**config.mk**
```make
export PLATFORM = sky130hd
export DESIGN_NAME = rf_file
export DESIGN_NICKNAME = d
export VERILOG_FILES = /design/src/rtl/cpu_common_pkg.sv /design/src/rtl/rf_scoreboard.sv /design/src/rtl/rf_file.sv
export SDC_FILE = /design/constraint.sdc
export NUM_CORES = 1
export LEC_CHECK = 0
export BUFFER_PORTS_ARGS = -buffer_cell sky130_fd_sc_hd__buf_2
export CAP_MARGIN = 20
export CORE_AREA = 2 2 147 149
export CTS_BUF_LIST = sky130_fd_sc_hd__clkbuf_2 sky130_fd_sc_hd__clkbuf_4 sky130_fd_sc_hd__clkbuf_8
export DETAILED_ROUTE_END_ITERATION = 8
export DIE_AREA = 0 0 149 151
export GPL_ROUTABILITY_DRIVEN = 0
export HOLD_SLACK_MARGIN = 0.15
export SYNTH_ARGS = -nofsm -noshare
export SYNTH_HDL_FRONTEND = slang
export SYNTH_SLANG_ARGS = --single-unit
```
**constraint.sdc**
```tcl
create_clock -name clk -period 3.59 [get_ports clk]
set_input_delay 0.359 -clock clk [delete_from_list [all_inputs] [get_ports clk]]
set_output_delay 0.359 -clock clk [all_outputs]
set_load 0.02 [all_outputs]
```
**src/rtl/cpu_common_pkg.sv**
```systemverilog
// rtl/cpu_common_pkg.sv - shared CPU core types and constants
package cpu_common;

  localparam int RF_NUM_REGS = 8;
  localparam int RF_ADDR_W   = $clog2(RF_NUM_REGS);

  typedef logic [RF_ADDR_W-1:0] rf_addr_t;

  typedef enum logic [1:0] {
    RF_SRC_ALU = 2'd0,
    RF_SRC_MEM = 2'd1,
    RF_SRC_IMM = 2'd2,
    RF_SRC_R0  = 2'd3
  } rf_in_sel_e;

endpackage

```
**src/rtl/rf_scoreboard.sv**
```systemverilog
// rtl/rf_scoreboard.sv - per-register pending-load bits with set-over-clear priority
module rf_scoreboard
  import cpu_common::*;
#(
  parameter int NUM_REGS = RF_NUM_REGS,
  parameter int AW       = $clog2(NUM_REGS)
) (
  input  logic                clk,
  input  logic                rst_n,
  input  logic                set_en,
  input  logic [AW-1:0]       set_addr,
  input  logic                clr_en,
  input  logic [AW-1:0]       clr_addr,
  output logic [NUM_REGS-1:0] pending,
  output logic [NUM_REGS-1:0] pend_eff
);

  logic [NUM_REGS-1:0] pending_q, pending_d, clr_mask;

  // A returning load clears this cycle's view; a new load only affects later cycles.
  always_comb begin
    clr_mask = '0;
    if (clr_en) clr_mask[clr_addr] = 1'b1;
    pend_eff  = pending_q & ~clr_mask;
    pending_d = pend_eff;
    if (set_en) pending_d[set_addr] = 1'b1;
  end

  always_ff @(posedge clk or negedge rst_n) begin
    if (!rst_n) pending_q <= '0;
    else        pending_q <= pending_d;
  end

  assign pending = pending_q;

endmodule

```
**src/rtl/rf_file.sv**
```systemverilog
// rtl/rf_file.sv - register file with one write port, two registered read ports and load scoreboard
module rf_file
  import cpu_common::*;
#(
  parameter int NUM_REGS = RF_NUM_REGS,
  parameter int DATA_W   = 8,
  localparam int AW      = $clog2(NUM_REGS)
) (
  input  logic                clk,
  input  logic                rst_n,
  input  logic                we,
  input  logic [AW-1:0]       waddr,
  input  logic [DATA_W-1:0]   rf_in,
  input  logic                wr_is_mem,
  input  logic                load_issue,
  input  logic [AW-1:0]       load_addr,
  input  logic                re_a,
  input  logic                re_b,
  input  logic [AW-1:0]       raddr_a,
  input  logic [AW-1:0]       raddr_b,
  output logic [DATA_W-1:0]   rdata_a,
  output logic [DATA_W-1:0]   rdata_b,
  output logic                rvalid_a,
  output logic                rvalid_b,
  output logic                stall,
  output logic [DATA_W-1:0]   r0,
  output logic [NUM_REGS-1:0] pending
);

  logic [DATA_W-1:0]   regs_q [NUM_REGS];
  logic [NUM_REGS-1:0] pend_eff;
  logic [DATA_W-1:0]   fwd_a, fwd_b, rdata_a_q, rdata_a_d, rdata_b_q, rdata_b_d;
  logic                hit_a, hit_b, rvalid_a_q, rvalid_b_q;

  rf_scoreboard #(.NUM_REGS(NUM_REGS), .AW(AW)) u_sb (
    .clk      (clk),
    .rst_n    (rst_n),
    .set_en   (load_issue),
    .set_addr (load_addr),
    .clr_en   (we & wr_is_mem),
    .clr_addr (waddr),
    .pending  (pending),
    .pend_eff (pend_eff)
  );

  always_ff @(posedge clk or negedge rst_n) begin
    if (!rst_n) begin
      for (int i = 0; i < NUM_REGS; i++) regs_q[i] <= '0;
    end else if (we) begin
      regs_q[waddr] <= rf_in;
    end
  end

  // Same-cycle write data is forwarded so a read never sees the stale word.
  always_comb begin
    fwd_a     = (we && (waddr == raddr_a)) ? rf_in : regs_q[raddr_a];
    fwd_b     = (we && (waddr == raddr_b)) ? rf_in : regs_q[raddr_b];
    hit_a     = re_a & ~pend_eff[raddr_a];
    hit_b     = re_b & ~pend_eff[raddr_b];
    rdata_a_d = hit_a ? fwd_a : rdata_a_q;
    rdata_b_d = hit_b ? fwd_b : rdata_b_q;
  end

  always_ff @(posedge clk or negedge rst_n) begin
    if (!rst_n) begin
      rdata_a_q  <= '0;
      rdata_b_q  <= '0;
      rvalid_a_q <= 1'b0;
      rvalid_b_q <= 1'b0;
    end else begin
      rdata_a_q  <= rdata_a_d;
      rdata_b_q  <= rdata_b_d;
      rvalid_a_q <= hit_a;
      rvalid_b_q <= hit_b;
    end
  end

  assign rdata_a  = rdata_a_q;
  assign rdata_b  = rdata_b_q;
  assign rvalid_a = rvalid_a_q;
  assign rvalid_b = rvalid_b_q;
  assign stall    = (re_a & pend_eff[raddr_a]) | (re_b & pend_eff[raddr_b]);
  assign r0       = regs_q[0];

endmodule
```
Word-level counts from Yosys, hierarchy flattened
Index checks and enable logic that the tools add are counted.
W data, S select, Z words.
Word-level totals
  input bits: 27
  bits in registers: 90
Operators by class
  reductions and logical operators: 5
  muxes and demuxes: 21
  bitwise operators: 14
  equal/unequal tests: 2
  magnitude comparators: 10
Operators by type and width (count)
  $mux W8: 9
  $bwmux W64: 1
  $bmux W8 S3: 2
  $demux W8 S3: 1
  $lt A3 B4 Y1 const B: 4
  $ge A4 B4 Y1 const B: 3
  $not A3 Y4: 3
  $and A8 B8 Y8: 1
  $not A8 Y8: 1
  $or A8 B8 Y8: 1
  $bmux W1 S3: 2
  $demux W1 S3: 2
  $eq A3 B3 Y1: 2
  $ge A3 B1 Y1 const B: 2
  $and A1 B1 Y1: 5
  $logic_and A1 B1 Y1: 5
  $lt A4 B1 Y1 const B: 1
  $mux W1: 4
  $not A1 Y1: 2
  $or A1 B1 Y1: 1

Depth between registers and ports, before layout
Gate-level depths: netlist of run 1.
  depth after elaboration: 11
  gate-level depth with buffers: 8

Modules after synthesis
A second synthesis of run 1 with hierarchy kept.
Second synthesis, totals
  cells, all modules: 365
  area total of the unflattened synthesis: 5082.4 µm²
Modules (own cells, without submodules)
  rf_file: area each 4648.2 µm², seq. area each 2052.0 µm², cells each 325, instances 1
  rf_scoreboard: area each 434.2 µm², seq. area each 200.2 µm², cells each 40, instances 1

Least setup slack after synthesis of run 1
Ideal clock, no wire load.
  path type: in2out
  start: input waddr[2]
  end: output stall
  cell stages on the path: 7
  required time: 3.231 ns
  arrival: 1.825 ns
  setup slack: 1.406 ns
  cells stage by stage: buf_4 and3b_1 buf_2 a31oi_1 a221oi_1 nor4_1 a22o_1
Between the ends
  longest elaborated chain between the ends: 11
RTL lines
  from (decl): line rf_file.sv:12  | input logic [AW-1:0] waddr,
  $lt A3 B4 Y1 (implied by the code) or $ge A3 B1 Y1 (tied branches): line rf_scoreboard.sv:23  | if (clr_en) clr_mask[clr_addr] = 1'b1;
  $logic_and A1 B1 Y1 (implied by the code): line rf_scoreboard.sv:23
  $mux W1 (implied by the code): line rf_scoreboard.sv:23
  $demux W1 S3 (*)
  $mux W8 (*): line rf_scoreboard.sv:23
  $not A8 Y8 (*): line rf_scoreboard.sv:24  | pend_eff = pending_q & ~clr_mask;
  $and A8 B8 Y8 (*): line rf_scoreboard.sv:24
  $bmux W1 S3: line rf_file.sv:82  | assign stall = (re_a & pend_eff[raddr_a]) | (re_b & pend_eff[raddr_b]);
  $mux W1 (implied by the code): line rf_file.sv:82
  $and A1 B1 Y1: line rf_file.sv:82
  $or A1 B1 Y1 (*): line rf_file.sv:82
  to (decl): line rf_file.sv:25  | output logic stall,
Mark *: on every way between the ends. The rest lies on a longest branch, timed or not. The select of a mux whose other input is x is not followed.

Worst setup path in the final report of run 1
  start: input waddr[0]
  end: output stall
Same word-level chain as after synthesis.

==> metrics.yaml, run 1 <==
floorplan:
  start_util_pct: 23.8
  dieWidth_um: 149
  core_um2: 20800
  core.rowCount: 53
  dieArea_um2: 22500
  die-height_um: 151
  pin_count: 62
hold_path:
  min_path_type: "in2async"
timing:
  slew_viol_final: 0
  fin_crit_sh_pct: 70.8
  fin_skew_ns: 0.0118
  rsz0062_at_grt: "no"
  fmax_mhz: 393
  relSlewSlack_pct: 38.9
  tns_ns: 0
  worst_hold_slack_ns: 0.121
  worst_pin_slew_ns: 0.916
  period_needed_ns: 2.54
  finalSetupViolCount: 0
  timing.final.hold_violations: 0
global_routing:
  grt_max_degree: 70
  track_usage_pct: 11.9
  met1_usage_pct: 15.7
  grt_pass1_wl_mm: 20.5
  busiest_layer: "met2"
  antenna_found_initial: 2
  gr-usage-met3_pct: 2.62
  gr-usage-met2_pct: 18.9
  overflow: 0
  grt_pass1_vias: 3522
synthesis:
  yosys-top-cells-area: "dfrtp_1, mux2_2, mux4_2"
  synth_cell_types: 35
  synth_fp_nets: 398
  yosys.area.top_type_share_pct: 45.5
  synth_edf_count: 0
  syn_area_um2: 4950
  ys.flop_type: "dfrtp_1"
  yosys_register_bits: 90
  synth_most_common_cell: "dfrtp_1"
  synth_largest_area_cell: "dfrtp_1"
  yosysSeqAreaShare_pct: 45.5
  ys_warn_count: 0
  synth.top_cells.by_count: "dfrtp_1, mux2_2, mux4_2, a21oi_1, nor2_1"
  syn-mean-instance-area_um2: 13.3
  async_flop_share_pct: 100
  syn_inst: 371
cells_and_area:
  syn2layout_area_growth_pct: 14.1
  antennaDiodeCount: 0
  layout-drive-gt1-share_pct: 48.4
  fin_util_pct: 27.1
  nNetsFinal: 439
clock_network:
  cts-root-buf: "clkbuf_8"
  clk-insertion-delay-late_ns: 0.36
  cts_made_buffers: 9
  cts_setup_buffers: 0
  cts.sinks: 90
  post_cts_resized: 0
  clkTransAtPathRegs_ns: 0.08
  tritoncts: "yes"
  ctsHoldBuffers: 0
  h-tree-depth: 3
  clock_path_buffers: 2
detailed_routing:
  vias_per_cell: 4.75
  drt_pass1_iterations: 4
  vias: 3280
  drc: 0
  ant_nets: 0
  drt_iter0_drc: 169
  wirelength_mm: 12.7
  wl_per_cell_um: 18.4
power:
  p_per_area_nw_per_um2: 566
  ir_drop_uv: 191
  power_leakage_uw: 0.00236
critical_path:
  cp-start-kind: "primary input"
  cp_data_required_time_ns: 3.23
  path_common_cell: "buf_2"
  end_kind: "primary output"
  reg2reg_setup_slack_ns: 1.48
  crit_path_max_incr_delay_ns: 0.56
  cp_max_fo: 11
  arrival_ns: 2.18
  crit_path_top_delay_cell: "a221oi_1"
  crit_chain: "buf_2 > nor2b_1 > a21boi_2 > a221oi_1 > nor4_1 > a22o_1 > buf_2"
  crit_type: "in2out"
flow_run:
  maxCapViolations: 0
place:
  hpwl_mm: 9.06
  io_buffers: 61
run_status:
  outcome: "finished clean"
area by class of cell:
cell class	instances	area [um^2]
Sequential cell	90	2250
Multi-Input combinational cell	240	2490
Inverter	3	11.3
Clock buffer	12	153
Timing Repair Buffer	68	360
Tap cell	275	344
Fill cell	2178	15200
Clock inverter	2	38.8
report_power, final:
part	leakage, uW	internal (uW)	total (uW)	switching [uW]
sequential	0.00107	1280	1470	189
combinational	0.00119	518	1030	512
clock	0.0000994	351	696	346
total	0.00236	2150	3200	1050
layer usage:
metal | wire length [um] | vias to the layer above
met2 | 6050 | 99
li1 | - | 1457
met4 | 234 | 4
met3 | 858 | 19
met5 | 30 | -
met1 | 5510 | 1701
state kept, by name, indices dropped and copies added, names as in the netlist:
register and count:
rdata_a 8, rvalid_a 1, rvalid_b 1, u_sb.pending 8
r0 8, regs_q 56, rdata_b 8
path summary, 6_finish.rpt:
check	from	cells past startpoint	end
setup / recovery	waddr[0]	7	stall
hold / removal	rst_n	1	r0[0]
setup reg to reg	u_sb.pending[5]	4	rdata_a[0]
hold reg to reg	rdata_a[6]	1	rdata_a[6]
max in group asynchronous	rst_n	2	rdata_b[1]
min in group clk	load_addr[1]	2	u_sb.pending[0]
critical path: cells and delay by family:
| family | cells | cell delay, ns |
|---|---|---|
| simple gates | 2 | 0.49 |
| compound gates | 3 | 0.96 |
| buf+inv | 2 | 0.38 |
through the flow:
stage / total power [uW] / cell area [um^2] / setup WS (ns) / cells
4_1_cts: 3240 / 5650 / 1.02 / 690
6_report: 3200 / 5650 / 1.05 / 690
3_3_place_gp: 2490 / 5460 / 1.07 / 676
2_1_floorplan: 2200 / 4950 / 1.41 / 371
5_1_grt: 3380 / 5650 / 0.901 / 690
3_5_place_dp: 2540 / 5460 / 1.01 / 676
cells in the final DEF (no fill, tap or decap), types with 2 or more instances in the layout:
cell type,count
mux4_2,32
nand2_1,13
nor3_1,2
and3_1,2
a21boi_2,2
nor2b_1,7
mux2i_1,16
nor2_1,17
nand3_1,3
a221oi_1,4
a21oi_1,20
dfrtp_1,90
o21bai_1,2
buf_2,60
a2111oi_2,2
nand2b_1,12
o21ai_0,4
mux2_2,79
clkbuf_4,2
inv_1,3
nand4_1,3
nor4_1,2
buf_4,8
clkbuf_8,10
o41ai_4,2
xnor2_1,6
a311oi_1,2
cells by family after synthesis:
logic type | Yosys count | share of synthesized area, %
buf+inv | 41 | 4.22
compound gates | 41 | 6.42
mux | 128 | 36.0
flops | 90 | 45.5
xor+xnor | 6 | 1.06
simple gates | 65 | 6.80
Power figures use the tool's default switching activity.
==> run 2, diff against run 1 <==
==> constraint.sdc (replaced) <==
create_clock -name clk -period 2.2 [get_ports clk]
set_input_delay 0.22 -clock clk [delete_from_list [all_inputs] [get_ports clk]]
set_output_delay 0.22 -clock clk [all_outputs]
set_load 0.02 [all_outputs]
==> run 2 against run 1 <==
- setup slack lost 0.90 ns
- hold slack gained 0.063 ns
- critical path depth is the same
- wire length grew 4.6%
- final cell count grew 4.8%
- register-to-register slack lost 1.3 ns
- sequential cell count is the same
- via count grew 4.7%
- design area grew 7.1%
- first-iteration DRC count shrank 19%
- core utilization grew 1.9 points
- sequential share of layout area shrank 2.6 points
- largest power group unchanged
==> metrics.yaml, run 2 (synthesis gave the netlist of run 1 again) <==
global_routing:
  grt_max_degree: 40  # was 70
  track_usage_pct: 12.3  # was 11.9%
  grt_pass1_vias: 3672  # was 3522
  grt_pass1_wl_mm: 21.0  # was 20.5 mm
  antenna_found_initial: 3  # was 2
  overflow: 0  # unchanged
floorplan:
  dieArea_um2: 22500  # unchanged
  start_util_pct: 23.8  # unchanged
  core_um2: 20800  # unchanged
  pin_count: 62  # unchanged
  die-height_um: 151  # unchanged
  dieWidth_um: 149  # unchanged
  core.rowCount: 53  # unchanged
detailed_routing:
  wl_per_cell_um: 18.3  # was 18.4 um
  wirelength_mm: 13.3  # was 12.7 mm
  drt_pass1_iterations: 4  # unchanged
  vias_per_cell: 4.75  # about the same
  ant_nets: 0  # unchanged
  drt_iter0_drc: 137  # was 169
  drc: 0  # unchanged
  vias: 3435  # was 3280
critical_path:
  reg2reg_setup_slack_ns: 0.19  # was 1.48 ns
  r2r-start: "u_sb.pending[0]"  # was u_sb.pending[5]
  cp-start-kind: "register"  # was primary input
  reg2reg_to: "rdata_a[2]"  # was rdata_a[0]
  arrival_ns: 1.84  # was 2.18 ns
  cp_data_required_time_ns: 1.98  # was 3.23 ns
  reg2reg_depth: 8  # was 4
  end_kind: "primary output"  # unchanged
  cp_max_fo: 4  # was 11
  crit_type: "reg2out"  # was in2out
hold_path:
  min_path_type: "in2reg"  # was in2async
  hp-start: "load_addr[0]"
  worstHoldPathCells: 3
  hold_path_end: "u_sb.pending[3]"
clock_network:
  tritoncts: "yes"  # unchanged
  clock_path_buffers: 2  # unchanged
  clk-insertion-delay-late_ns: 0.36  # about the same
  clkTransAtPathRegs_ns: 0.09  # was 0.08 ns
  cts_made_buffers: 9  # unchanged
  cts.sinks: 90  # unchanged
  cts-root-buf: "clkbuf_8"  # unchanged
  h-tree-depth: 3  # unchanged
timing:
  tns_ns: 0  # unchanged
  worst_pin_slew_ns: 0.568  # was 0.916 ns
  period_needed_ns: 2.06
  rsz0062_at_grt: "no"  # unchanged
  fin_crit_sh_pct: 93.5
  timing.final.hold_violations: 0  # unchanged
  finalSetupViolCount: 0  # unchanged
  fin_skew_ns: 0.00967  # was 0.0118 ns
  relSlewSlack_pct: 62.1  # was 38.9%
  fmax_mhz: 486
  slew_viol_final: 0  # unchanged
run_status:
  outcome: "finished clean"  # unchanged
cells_and_area:
  fill_cells: 2145  # was 2178
  layout_common_cells: "dfrtp_1, mux2_2, buf_2"  # unchanged
  syn2layout_area_growth_pct: 22.2  # was 14.1%
  layout_commonest_cell: "dfrtp_1"  # unchanged
  fin_cells: 723  # was 690
  antennaDiodeCount: 0  # unchanged
  multi_input_area_um2: 2550  # was 2490 um^2
  seq_area_um2: 2250  # unchanged
  largest_register_ffs: 56  # unchanged
  layout-drive-gt1-share_pct: 52.7  # was 48.4%
  nNetsFinal: 470  # was 439
  largest_register: "regs_q"  # unchanged
power:
  p_total_uw: 5440  # was 3200 uW
  power_leakage_uw: 0.00256  # was 0.00236 uW
  p_per_area_nw_per_um2: 900  # was 566 nW/um^2
  ir_drop_uv: 272  # was 191 uV
place:
  io_buffers: 61  # unchanged
  hpwl_mm: 9.27  # was 9.06 mm
  placedCellCount: 700  # was 676
flow_run:
  maxCapViolations: 0  # unchanged
run 2: critical path, stage by stage, from the launching register on:
cell	delay, ns
dfrtp_1	0.42
nand2b_1	0.08
a21oi_1	0.16
a311oi_2	0.07
buf_4	0.18
nor4_4	0.25
a22o_1	0.19
buf_6	0.12
run 2: worst max-delay path by stage:
stage / start / endpoint / slack [ns] / cells after the start
detailed placement: wr_is_mem / rdata_a[4] / 0.01 / 8
finish: u_sb.pending[6] / stall / 0.14 / 7
CTS: u_sb.pending[5] / stall / 0.0002 / 5
floorplan: we / rdata_a[0] / 0.17 / 7
global placement: wr_is_mem / rdata_a[5] / 0.003 / 8
global route: u_sb.pending[0] / stall / 0.01 / 6
run 2: what timing repair did:
item,in CTS,in global routing
hold endpoints to repair,39,0
setup endpoints to repair,1,1
buffers inserted,0,3
gates resized for setup,2,9
hold buffers,4,0
pin swaps,0,3
run 2: cell type report:
type	count	share of cell area (%)
multi-input cells	240	42.3
flip-flops and latches	90	37.2
repair buffers	99	10.9
well taps	275	5.69
clock buffers	11	2.30
clock inverters	5	1.43
inverters	3	0.186
run 2: stage by stage:
step | instance area, um^2 | utilization (%) | setup WS, ns | hold WS, ns
floorplan | 4950 | - | 0.175 | -0.0756
global placement | 5690 | 27.3 | 0.00262 | 0.243
detailed placement | 5690 | 27.3 | 0.0135 | 0.250
CTS | 5970 | 28.7 | 0.000191 | 0.161
global route | 6050 | 29.0 | 0.0116 | 0.201
finish | 6050 | 29.0 | 0.144 | 0.184
run 2: report_power, final:
| part | internal (uW) | total, uW | switching [uW] |
|---|---|---|---|
| registers | 2090 | 2400 | 304 |
| logic | 918 | 1770 | 853 |
| clock network | 674 | 1270 | 598 |
| total | 3690 | 5440 | 1760 |
run 2: routing by layer:
| layer | vias to the layer above | global-route usage, % | share of wire (%) |
|---|---|---|---|
| li1 | 1523 | - | - |
| met1 | 1813 | 15.7 | 43 |
| met2 | 74 | 20.1 | 49 |
| met3 | 19 | 3.49 | 6.3 |
| met4 | 6 | 4.14 | 1.7 |
| met5 | - | 0 | 0.34 |
